## src/rtl/aidan_mcnay_trial_div_ctrl.sv

```systemverilog
// Trial-division primality sequencer: feeds (n, d) pairs to an external val/rdy
// divider and reports whether n is prime, or its smallest factor if composite.
module aidan_mcnay_trial_div_ctrl #(
  parameter int nbits = 16
) (
  input  logic             clk,
  input  logic             reset,

  input  logic [nbits-1:0] req_n,
  input  logic             req_val,
  output logic             req_rdy,

  output logic [nbits-1:0] div_opa,
  output logic [nbits-1:0] div_opb,
  output logic             div_istream_val,
  input  logic             div_istream_rdy,

  input  logic [nbits-1:0] div_result,
  input  logic             div_ostream_val,
  output logic             div_ostream_rdy,

  output logic             resp_prime,
  output logic [nbits-1:0] resp_factor,
  output logic             resp_val,
  input  logic             resp_rdy
);

  typedef enum logic [1:0] {
    IDLE,
    CALC,
    DONE
  } state_t;

  localparam logic [nbits-1:0] ONE = nbits'(1);
  localparam logic [nbits-1:0] TWO = nbits'(2);

  state_t             state;
  logic [nbits-1:0]   n;
  logic [nbits-1:0]   d;
  logic               sent;
  logic               prime;
  logic [nbits-1:0]   factor;

  logic               istream_fire;
  logic               ostream_fire;
  logic               quotient_ok;
  logic [2*nbits-1:0] product;
  logic               found_prime;
  logic               found_factor;

  assign div_opa     = n;
  assign div_opb     = d;
  assign resp_prime  = prime;
  assign resp_factor = factor;

  assign istream_fire = div_istream_val && div_istream_rdy;
  assign ostream_fire = div_ostream_val && div_ostream_rdy;

  // A quotient only counts if its operand pair was sent, possibly this same cycle.
  assign quotient_ok  = ostream_fire && (sent || istream_fire);

  assign product      = (2*nbits)'(div_result) * (2*nbits)'(d);
  assign found_prime  = div_result < d;
  assign found_factor = product == (2*nbits)'(n);

  always_ff @(posedge clk) begin
    if (!reset) begin
      state           <= IDLE;
      n               <= '0;
      d               <= TWO;
      sent            <= 1'b0;
      prime           <= 1'b0;
      factor          <= '0;
      req_rdy         <= 1'b1;
      div_istream_val <= 1'b0;
      div_ostream_rdy <= 1'b0;
      resp_val        <= 1'b0;
    end else begin
      case (state)
        IDLE: begin
          if (req_val) begin
            n       <= req_n;
            d       <= TWO;
            sent    <= 1'b0;
            req_rdy <= 1'b0;
            if (req_n < TWO) begin
              prime    <= 1'b0;
              factor   <= '0;
              resp_val <= 1'b1;
              state    <= DONE;
            end else begin
              div_istream_val <= 1'b1;
              div_ostream_rdy <= 1'b1;
              state           <= CALC;
            end
          end
        end

        CALC: begin
          if (istream_fire) begin
            sent            <= 1'b1;
            div_istream_val <= 1'b0;
          end
          // Quotient below divisor means no factor <= sqrt(n) remains untried.
          if (quotient_ok) begin
            if (found_prime) begin
              prime           <= 1'b1;
              factor          <= '0;
              div_istream_val <= 1'b0;
              div_ostream_rdy <= 1'b0;
              resp_val        <= 1'b1;
              state           <= DONE;
            end else if (found_factor) begin
              prime           <= 1'b0;
              factor          <= d;
              div_istream_val <= 1'b0;
              div_ostream_rdy <= 1'b0;
              resp_val        <= 1'b1;
              state           <= DONE;
            end else begin
              d               <= d + ONE;
              sent            <= 1'b0;
              div_istream_val <= 1'b1;
            end
          end
        end

        DONE: begin
          if (resp_rdy) begin
            resp_val <= 1'b0;
            req_rdy  <= 1'b1;
            state    <= IDLE;
          end
        end

        default: begin
          state           <= IDLE;
          req_rdy         <= 1'b1;
          div_istream_val <= 1'b0;
          div_ostream_rdy <= 1'b0;
          resp_val        <= 1'b0;
        end
      endcase
    end
  end

endmodule

```

## config.mk

```make
export PLATFORM = sky130hd
export DESIGN_NAME = aidan_mcnay_trial_div_ctrl
export DESIGN_NICKNAME = d
export VERILOG_FILES = /design/src/rtl/aidan_mcnay_trial_div_ctrl.sv
export SDC_FILE = /design/constraint.sdc
export NUM_CORES = 1
export LEC_CHECK = 0
export ABC_AREA = 1
export CAP_MARGIN = 15
export CORE_UTILIZATION = 60
export CTS_BUF_LIST = sky130_fd_sc_hd__clkbuf_8 sky130_fd_sc_hd__clkbuf_16
export CTS_CLUSTER_DIAMETER = 30
export DETAILED_ROUTE_END_ITERATION = 12
export PLACE_DENSITY = 0.85
export SLEW_MARGIN = 5
export SYNTH_ARGS = -nofsm -noshare
export SYNTH_HDL_FRONTEND = slang
export SYNTH_SLANG_ARGS = --single-unit
```

## constraint.sdc

```tcl
create_clock -name clk -period 16.8 [get_ports clk]
set_input_delay 1.68 -clock clk [delete_from_list [all_inputs] [get_ports clk]]
set_output_delay 1.68 -clock clk [all_outputs]
set_load 0.05 [all_outputs]
```

== Word level (Yosys, flattened, before mapping) ==
Cells that the tools add are included.

* Word-level logic and storage cells: 92
* Input bits: 38
* Output and inout port bits: 53
* Bits in registers: 56

* Muxes and demuxes: 49
* Equality and inequality tests: 12
* Add/sub/neg operators: 1
* Bitwise gates (word level): 2
* Reductions and logical operators: 15
* Order comparisons: 2
* $mul: 1

{| class="wikitable"
|+ Operator list
! cell !! number
|-
| $mux 16 || 9
|-
| $pmux 16 s2 || 2
|-
| $eq 32x16->1 || 1
|-
| $mul 16x16->32 || 1
|-
| $mux 1 || 25
|-
| $reduce_and 5->1 || 4
|-
| $add 16x1->16 const B || 1
|-
| $lt 16x16->1 || 1
|-
| $lt 16x2->1 const B || 1
|-
| $ne 2x2->1 const B || 7
|-
| $mux 2 || 6
|-
| $pmux 1 s3 || 4
|-
| $reduce_and 4->1 || 2
|-
| $ne 3x3->1 const B || 2
|-
| $pmux 2 s3 || 1
|-
| $pmux 1 s2 || 2
|-
| $reduce_and 2->1 || 2
|-
| $logic_and 1x1->1 || 3
|-
| $reduce_and 3->1 || 1
|-
| $eq 2x1->1 const B || 1
|-
| $eq 2x2->1 const B || 1
|-
| $logic_not 2->1 || 1
|-
| $not 1->1 || 2
|-
| $reduce_bool 2->1 || 1
|-
| $logic_or 1x1->1 || 1
|}

== Depth between registers and ports, before layout ==
* Word-level depth: 6
* Depth in mapped cells: 35
* Mapped depth without buffers: 33

== Worst setup path after synthesis ==
No wires, ideal clock.

* Path kind: in2reg
* Start: input div_result[12]
* End: register d[1], in the netlist div_opb[1]
* Data required time: 16.669 ns
* Setup time: 0.131 ns
* Slack: 9.628 ns
* Buffers on the path: 2
* Cell stages on the path: 26
* Arrival: 7.041 ns
* Cells stage by stage: clkbuf_1 -> nand2_1 -> fa_1 -> inv_1 -> fa_1 -> inv_1 -> fa_1 -> fa_1 -> fa_1 -> inv_1 -> fa_1 -> ha_1 -> nand2_1 -> inv_1 -> a21oi_1 -> o21ai_1 -> a21oi_1 -> xor2_1 -> nand2_1 -> nor2_1 -> nand3_2 -> nand2_2 -> nand2_4 -> buf_2 -> o211ai_1 -> nand3_1

* Longest elaborated chain between the ends: 4
* Elaborated cells on any way between the ends: 6
* Classes of those cells: mul: 1; order compare: 1; eq/ne: 3; reduce/logical: 1

{| class="wikitable"
|+ Ends and longest elaborated chain
! item !! line !! source
|-
| start, declared || 18 || <nowiki>input logic [nbits-1:0] div_result,</nowiki>
|-
| $mul 16x16->32 || 62 || <nowiki>assign product = (2*nbits)'(div_result) * (2*nbits)'(d);</nowiki>
|-
| $eq 32x16->1 || 64 || <nowiki>assign found_factor = product == (2*nbits)'(n);</nowiki>
|-
| $ne 2x2->1 (no line) || n/a ||
|-
| $reduce_and 5->1 (no line) (*) || n/a ||
|-
| end signal, assigned || 121 || <nowiki>d <= d + ONE;</nowiki>
|-
| end, declared || 39 || <nowiki>logic [nbits-1:0] d;</nowiki>
|}

Mark *: on every way between the ends. The rest lies on a longest branch, timed or not.
A chain may end at the register's enable or synchronous reset.

== Worst setup path after layout ==
* Start: input div_result[3]
* End: register d[13], in the netlist div_opb[13]

Same word-level chain as after synthesis.

==> results.cfg <==
[timing]
max_freq_ghz = 0.1182
hold_ws_ns = 0.4649
min_period_ns = 8.459
min_period_over_period = 0.5035
slew_violations = 0
finalClockSkew_ns = 0.005519
worst_slew_pin_slew_ns = 1.065
rsz0062_at_grt = no
fin_setup_tns_ns = 0
finalWorstSetupSlack_ns = 8.341
relSlewSlack = 0.2894
setup_viol = 0
finalHoldViolCount = 0

[final_layout]
post_route_cells_drive_above_1_share = 0.04367
finalNonFillerCells = 2102
multi_input_area_mm2 = 0.009769
area_growth_pct = 10.05
diodes = 0
num-nets-final = 2198
regArea_mm2 = 0.001121
n_fill_cell = 1730

[die]
dieArea_mm2 = 0.02171
die_w_um = 147.3
start_util = 0.6183
fp.coreArea_mm2 = 0.02049
ios = 91
rows = 52
die_h_um = 147.3

[placement]
gp_congestion = 0.9517
pre_cts_ws_ns = 8.134
dp_hpwl_um = 26470
dp.cells = 2094
portBuffers = 90

[synth]
synth_seq_cells = 56
ys_seq_area_frac = 0.08847
synth_nets = 2147
synth_area_mm2 = 0.01267
synthCells = 1780
yosysWarningCount = 0
avgSynthCellArea_um2 = 7.119
synth_cell_types = 43

[worst_setup_path]
path_class = in2reg
slowest_delay_ns = 1.15
critical_path_required_ns = 17.02
endpoint_kind = register
start_kind = primary input
slowest_stage = clkdlybuf4s50_1
critical_path_arrival_ns = 8.68
critPathMaxFanout = 18
critPathMostFrequentCell = nand2_1

[grt]
antenna_found_initial = 0
grt_pass1_wl_um = 55880
gr-usage-all-layers = 0.3211
grt_start_max_net_pins = 41
grt_pass1_vias = 11540
overflow = 0

[pwr]
power.leakage_nw = 6.969
irDropWorstVdd_v = 0.00008827
powerDensity_mw_per_mm2 = 43.53
p_total_w = 0.0006070

[cts]
clk_latency_ns = 0.30
hold_buffers = 0
htreeDepth = 2
cts.clk_slew.worst_paths_ns = 0.08
cts_buffers = 5
root_buffer = clkbuf_16
clock_sinks = 56
ctsResizeCount = 0
clockBufferDepth = 2
cts_tree = done
post_cts_buffers = 0

[route]
met3WireLength_um = 2819
vias = 11320
first_pass_iters = 7
drt_iter0_drc = 800
viasPerCell = 5.386
wl_met1_um = 13740
drt-total-wl_um = 33210
drtAntennaViolNets = 0
dr_wl_met2_um = 15650
top_layer_used = met4
drc = 0
avgRoutedWirePerCell_um = 15.80

[run]
cap_violations = 0

[worst_hold_path]
hp-class = reg2reg

[run_status]
outcome = complete, no violations
layer usage:
layer / vias to the layer above / GRT usage
li1: 5354 / -
met1: 5360 / 0.4233
met5: - / 0
met2: 503 / 0.5406
met3: 105 / 0.04565
met4: 0 / 0.1113
area by class of cell:
cell class                      count  share of cell area
Clock buffer                        5            0.008972
Clock inverter                      3            0.003320
Inverter                          399              0.1078
Multi-Input combinational cell   1260              0.7005
Sequential cell                    56             0.08039
Tap cell                          270             0.02422
Timing Repair Buffer              109             0.07482
layout by cell type (no fill, tap or decap), types with 12 or more instances in the layout:
| master | netlist | routed |
|---|---|---|
| nand2_2 | 19 | 19 |
| xnor2_1 | 12 | 12 |
| ha_1 | 135 | 135 |
| nand4_1 | 13 | 13 |
| xor2_1 | 23 | 23 |
| nor3_1 | 14 | 14 |
| buf_4 | 0 | 19 |
| nand3_1 | 63 | 63 |
| nor2_1 | 159 | 159 |
| clkdlybuf4s50_1 | 0 | 90 |
| dfxtp_1 | 56 | 56 |
| a21oi_1 | 39 | 39 |
| nand2_1 | 502 | 502 |
| fa_1 | 194 | 194 |
| o21ai_0 | 29 | 29 |
| inv_1 | 389 | 389 |
sequential cells by signal (all words and copies together) (netlist names):
name and cells:
div_opa 16, resp_val 1, req_rdy 1, div_istream_val 1
resp_prime 1, state 2, resp_factor 16, div_opb 16
div_ostream_rdy 1, sent 1
logic make-up after synthesis:
group	synth area share
adder cells (fa/ha/maj)	0.4398
XOR/XNOR	0.02419
AND/OR/NAND/NOR	0.2676
flip-flops	0.08847
buffers and inverters	0.1406
AO/OA/AOI/OAI	0.03940
critical path: cells and delay by family:
kind / cells / cell delay (ns)
simple gates: 16 / 1.84
buf+inv: 5 / 1.41
compound gates: 1 / 0.16
fa+ha+maj: 7 / 3.59
power by group:
part / internal, W / switching [W] / leakage, nW / total, W
clock: 0.0000712 / 0.0000510 / 0.0857 / 0.000122
sequential: 0.000146 / 0.0000179 / 0.458 / 0.000164
combinational: 0.000110 / 0.000211 / 6.43 / 0.000321
total: 0.000327 / 0.000280 / 6.97 / 0.000607
through the flow:
step | cell area (um2) | util
global placement | 13770 | 0.6721
detailed placement | 13770 | 0.6721
finish | 13950 | 0.6805
CTS | 13950 | 0.6805
floorplan | 12670 | -
global route | 13950 | 0.6805
final timing paths:
check	start	end	slack (ns)	cells after the start
worst min register to register	resp_val	resp_val	0.46	2
worst max register to register	div_opb[14]	div_opb[13]	9.87	28
worst max-delay path	div_result[3]	div_opb[13]	8.34	29
worst min-delay path	resp_val	resp_val	0.46	2
synthesized netlist by cell type, drive strengths merged:
master  number  area share
nor3        14      0.0055
nor3b        2      0.0012
xnor2       12      0.0083
inv        395        0.12
nand3       70       0.031
nand4       13      0.0064
nor4         5      0.0025
nor2       169       0.055
dfxtp       56       0.088
or2          1     0.00049
o21a         1     0.00059
clkbuf      43       0.013
xor2        23       0.016
nand2      524        0.16
clkinv       4      0.0016
a21oi       45       0.020
a31oi        1     0.00049
o21ai       40       0.016
buf         22      0.0093
nand3b       4      0.0034
ha         135        0.13
o211ai       1     0.00059
a21o         3      0.0018
nand2b       1     0.00049
o21bai       1     0.00059
and2         1     0.00049
fa         194        0.31
No activity file was read; power rests on OpenSTA's default activity.
